`config.mk`:
```
export PLATFORM = sky130hd
export DESIGN_NAME = aes_round_ctrl
export DESIGN_NICKNAME = d
export VERILOG_FILES = /design/src/rtl/aes_round_ctrl.sv
export SDC_FILE = /design/constraint.sdc
export NUM_CORES = 1
export LEC_CHECK = 0
export ABC_AREA = 0
export CAP_MARGIN = 15
export CORE_MARGIN = 2
export CORE_UTILIZATION = 30
export DETAILED_ROUTE_END_ITERATION = 6
export SLEW_MARGIN = 20
export SYNTH_ARGS = -nofsm -noshare
export SYNTH_HDL_FRONTEND = slang
export SYNTH_SLANG_ARGS = --single-unit
```
`constraint.sdc`:
```
create_clock -name clk -period 4.5 [get_ports clk]
set_clock_uncertainty 0.2 [all_clocks]
set_input_delay 0.675 -clock clk [delete_from_list [all_inputs] [get_ports clk]]
set_output_delay 0.675 -clock clk [all_outputs]
set_load 0.01 [all_outputs]
```
`src/rtl/aes_round_ctrl.sv`:
```
// Round sequencer for an iterative AES encryption datapath: accepts one block,
// launches NUM_ROUNDS registered rounds, then holds the ciphertext until it is taken.
module aes_round_ctrl #(
  parameter int unsigned NUM_ROUNDS = 10,
  parameter int unsigned DP_LAT     = 1
) (
  input  logic       clk,
  input  logic       rst_n,
  input  logic       flush,
  input  logic       in_valid,
  output logic       in_ready,
  output logic       st_load,
  output logic       rnd_go,
  output logic       st_capture,
  output logic [3:0] rnd_cnt,
  output logic       mc_bypass,
  output logic       out_valid,
  input  logic       out_ready,
  output logic       busy
);

  typedef enum logic [1:0] {IDLE, LAUNCH, WAIT, DONE} state_e;

  localparam logic [3:0] LastRnd = 4'(NUM_ROUNDS);
  localparam logic [3:0] LatMax  = 4'(DP_LAT);

  state_e     state_q, state_d;
  logic [3:0] rnd_q, rnd_d;
  logic [3:0] wait_q, wait_d;

  always_ff @(posedge clk or negedge rst_n) begin
    if (!rst_n) begin
      state_q <= IDLE;
      rnd_q   <= 4'd0;
      wait_q  <= 4'd0;
    end else begin
      state_q <= state_d;
      rnd_q   <= rnd_d;
      wait_q  <= wait_d;
    end
  end

  always_comb begin
    state_d    = state_q;
    rnd_d      = rnd_q;
    wait_d     = wait_q;
    in_ready   = 1'b0;
    st_load    = 1'b0;
    rnd_go     = 1'b0;
    st_capture = 1'b0;
    out_valid  = 1'b0;

    unique case (state_q)
      IDLE: begin
        in_ready = 1'b1;
        if (in_valid) begin
          st_load = 1'b1;
          rnd_d   = 4'd1;
          state_d = LAUNCH;
        end
      end
      LAUNCH: begin
        rnd_go  = 1'b1;
        wait_d  = 4'd1;
        state_d = WAIT;
      end
      WAIT: begin
        if (wait_q == LatMax) begin
          st_capture = 1'b1;
          if (rnd_q == LastRnd) begin
            state_d = DONE;
          end else begin
            rnd_d   = rnd_q + 4'd1;
            state_d = LAUNCH;
          end
        end else begin
          wait_d = wait_q + 4'd1;
        end
      end
      DONE: begin
        out_valid = 1'b1;
        if (out_ready) begin
          rnd_d   = 4'd0;
          state_d = IDLE;
        end
      end
      default: state_d = IDLE;
    endcase

    mc_bypass = ((state_q == LAUNCH) || (state_q == WAIT)) && (rnd_q == LastRnd);

    // Abort discards any block in flight, including a finished one in DONE.
    if (flush) begin
      state_d    = IDLE;
      rnd_d      = 4'd0;
      wait_d     = 4'd0;
      in_ready   = 1'b0;
      st_load    = 1'b0;
      rnd_go     = 1'b0;
      st_capture = 1'b0;
      out_valid  = 1'b0;
    end

    // While reset is held the outputs show the idle values regardless of inputs.
    if (!rst_n) begin
      in_ready   = 1'b1;
      st_load    = 1'b0;
      rnd_go     = 1'b0;
      st_capture = 1'b0;
      out_valid  = 1'b0;
      mc_bypass  = 1'b0;
    end
  end

  assign rnd_cnt = rnd_q;
  assign busy    = (state_q != IDLE);

endmodule
```
==> reports/metrics.cfg <==
[outcome]
status = finished clean

[hold_path]
min_path_cells = 1
min_from = wait_q[0]
hp-class = flip-flop to flip-flop
whs_endpoint = wait_q[0]

[routing]
vias_per_cell = 5.05
ant_nets = 0
route.detailed.drc = 0
vias = 677
first_pass_iters = 4
wl_per_cell_um = 13.2
drt-initial-drc-count = 7
wl_um = 1760

[critical_path]
cp_top_family = buffers and inverters
critPathKind = primary input to primary output
critical_path.max_fanout = 13
timing.rr.end = rnd_cnt[3]
worstSetupEndpointType = primary output
crit_chain = clkdlybuf4s50_1 > nor2b_1 > and3_1 > clkdlybuf4s50_1
crit_arrival_ns = 2.54
worst_path_largest_cell_delay_ns = 0.81
crit_required_ns = 3.62
startpoint_type = primary input
crit_top_cell = clkdlybuf4s50_1
r2r_cells = 6
r2r-start = state_q[0]
regToRegSetupSlack_ns = 2.24
slowest_stage = clkdlybuf4s50_1
cp_num_buf_inv = 2

[yosys]
netlist_area_um2 = 791
syn_inst = 87
syn-num-nets = 101
synth_cell_type_count = 35
syn_area_per_cell_um2 = 9.09
ys_seq_elements = 10
yosys_warnings = 0
ys_seq_area_frac = 0.316

[cts]
hold_buffers = 0
cts-resized-gates = 0
clockBufferDepth = 2
cts_setup_buffers = 0
cts_inserted_buffers = 3
cts_tree = built
clockRootBuffer = clkbuf_4
clock_latency_ns = 0.27
ctsHtreeMaxLevel = 1
cts.sinks = 10
clkSlewWorstSetupHoldPaths_ns = 0.07

[global_routing]
grt_pass1_vias = 640
antenna_found_initial = 0
track_usage = 0.121
grt-ovfl-total = 0
grt_pass1_wl_um = 2930
grt_max_degree = 14

[power]
power_density_nw_per_um2 = 449
ir_drop_uv = 185
p_leak_uw = 0.000436
report.power.total_uw = 450

[place]
post_dp_cell_area_um2 = 967
place_congestion = 0.806
io_buffers = 15
dp_hpwl_um = 1400

[floorplan]
ioPinCount = 16
die_w_um = 55.3
core_um2 = 2480
die_h_um = 55.3
start_util = 0.319
fp-row-count = 18
dieArea_um2 = 3060

[sta]
clock.fmax_mhz = 293
slew_violations = 0
hold_ws_ns = 0.365
worstMarginPinSlew_ns = 0.541
setup_viol = 0
period_needed_ns = 3.41
post-route-period-util = 0.758
hold_violations = 0
relSlewSlack = 0.638
rsz0062_at_grt = no
final.setup.tns_ns = 0

[flow_run]
maxCapViolations = 0

[finish]
final_area_um2 = 1000
synthToLayoutAreaGrowth_pct = 26.9
drive_above_1_share = 0.0769
n_antenna_cell = 0
layout.nets = 119

state kept, by name (all words and copies together), names as in the netlist:
register and flops:
rnd_cnt 4, state_q 2, wait_q 4
metal layers:
layer / GRT usage / vias up / part of all wire
met2: 0.209 / 9 / 0.51
met4: 0.0523 / 0 / 0.014
met5: 0 / - / 0
met1: 0.145 / 328 / 0.46
li1: - / 338 / -
met3: 0.0234 / 2 / 0.022
worst register-to-register path: stages, from the launching register on:
cell	delay [ns]
dfrtp_1	0.43
inv_1	0.14
ha_1	0.41
nand2b_1	0.18
or2_2	0.34
or3_1	0.35
o2bb2ai_1	0.16
per-stage QoR:
step	setup WS (ns)	utilization	instances
6_report	1.09	0.405	134
3_3_place_gp	1.16	0.390	130
2_1_floorplan	2.38	-	87
3_5_place_dp	1.10	0.390	130
5_1_grt	0.926	0.405	134
4_1_cts	1.03	0.405	134
power by group:
group	internal (uW)	total, uW	switching, uW	leakage (uW)
Combinational	118	241	123	0.000279
Sequential	105	128	22.4	0.000136
Clock	49.1	81.8	32.6	0.0000210
Total	272	450	178	0.000436
logic make-up after synthesis:
family | after synthesis | share of synthesized area
buffers and inverters | 10 | 0.0522
AO/OA/AOI/OAI | 23 | 0.223
AND/OR/NAND/NOR | 33 | 0.244
flip-flops | 10 | 0.316
XOR/XNOR | 2 | 0.0222
adder cells (fa/ha/maj) | 9 | 0.142
Yosys cell counts, drive strengths merged:
master	number	area share
xnor2	2	0.022
ha	9	0.14
or2	2	0.016
o2bb2ai	2	0.022
nor3	1	0.0063
a22oi	2	0.019
nor3b	1	0.0095
o31a	1	0.011
nand3b	3	0.028
dfrtp	10	0.32
o22ai	1	0.0079
inv	8	0.038
nand2	1	0.0047
o21ai	5	0.032
a21oi	4	0.025
nor2b	6	0.047
and2	3	0.024
a32o	1	0.013
or3b	1	0.014
a21boi	1	0.0095
a21o	1	0.0095
buf	1	0.0095
and3	2	0.016
o31ai	1	0.0095
a211oi	2	0.035
nand2b	1	0.0079
nor2	7	0.033
a211o	1	0.011
a2111oi	1	0.019
nand3	2	0.013
clkbuf	1	0.0047
or3	3	0.024
cell usage in the layout, fill, tap and decap left out, types with 2 or more instances in the layout:
master,Yosys,routed
and3_1,2,2
o2bb2ai_1,2,2
nand3_1,2,2
inv_1,8,8
ha_1,9,9
nor2_1,7,7
a21oi_1,4,4
o21ai_0,4,4
xnor2_1,2,2
nand3b_1,3,3
and2_1,3,3
dfrtp_1,10,10
a22oi_1,2,2
clkdlybuf4s50_1,0,15
or3_1,3,3
clkbuf_4,0,3
nor2b_1,6,6
final cells by class:
type	count	area (um^2)
well taps	30	37.5
clock buffers	4	36.3
flip-flops and latches	10	250
inverters	8	30.0
multi-input cells	67	499
repair buffers	15	150
fillers	259	1470
worst max-delay path by stage:
stage	depth (start not counted)	start	endpoint
global placement	4	rst_n	st_capture
floorplan	3	flush	st_load
detailed placement	4	rst_n	st_capture
CTS	4	rst_n	st_capture
global route	4	rst_n	st_capture
finish	4	rst_n	st_capture
(Power assumes the default switching activity.)
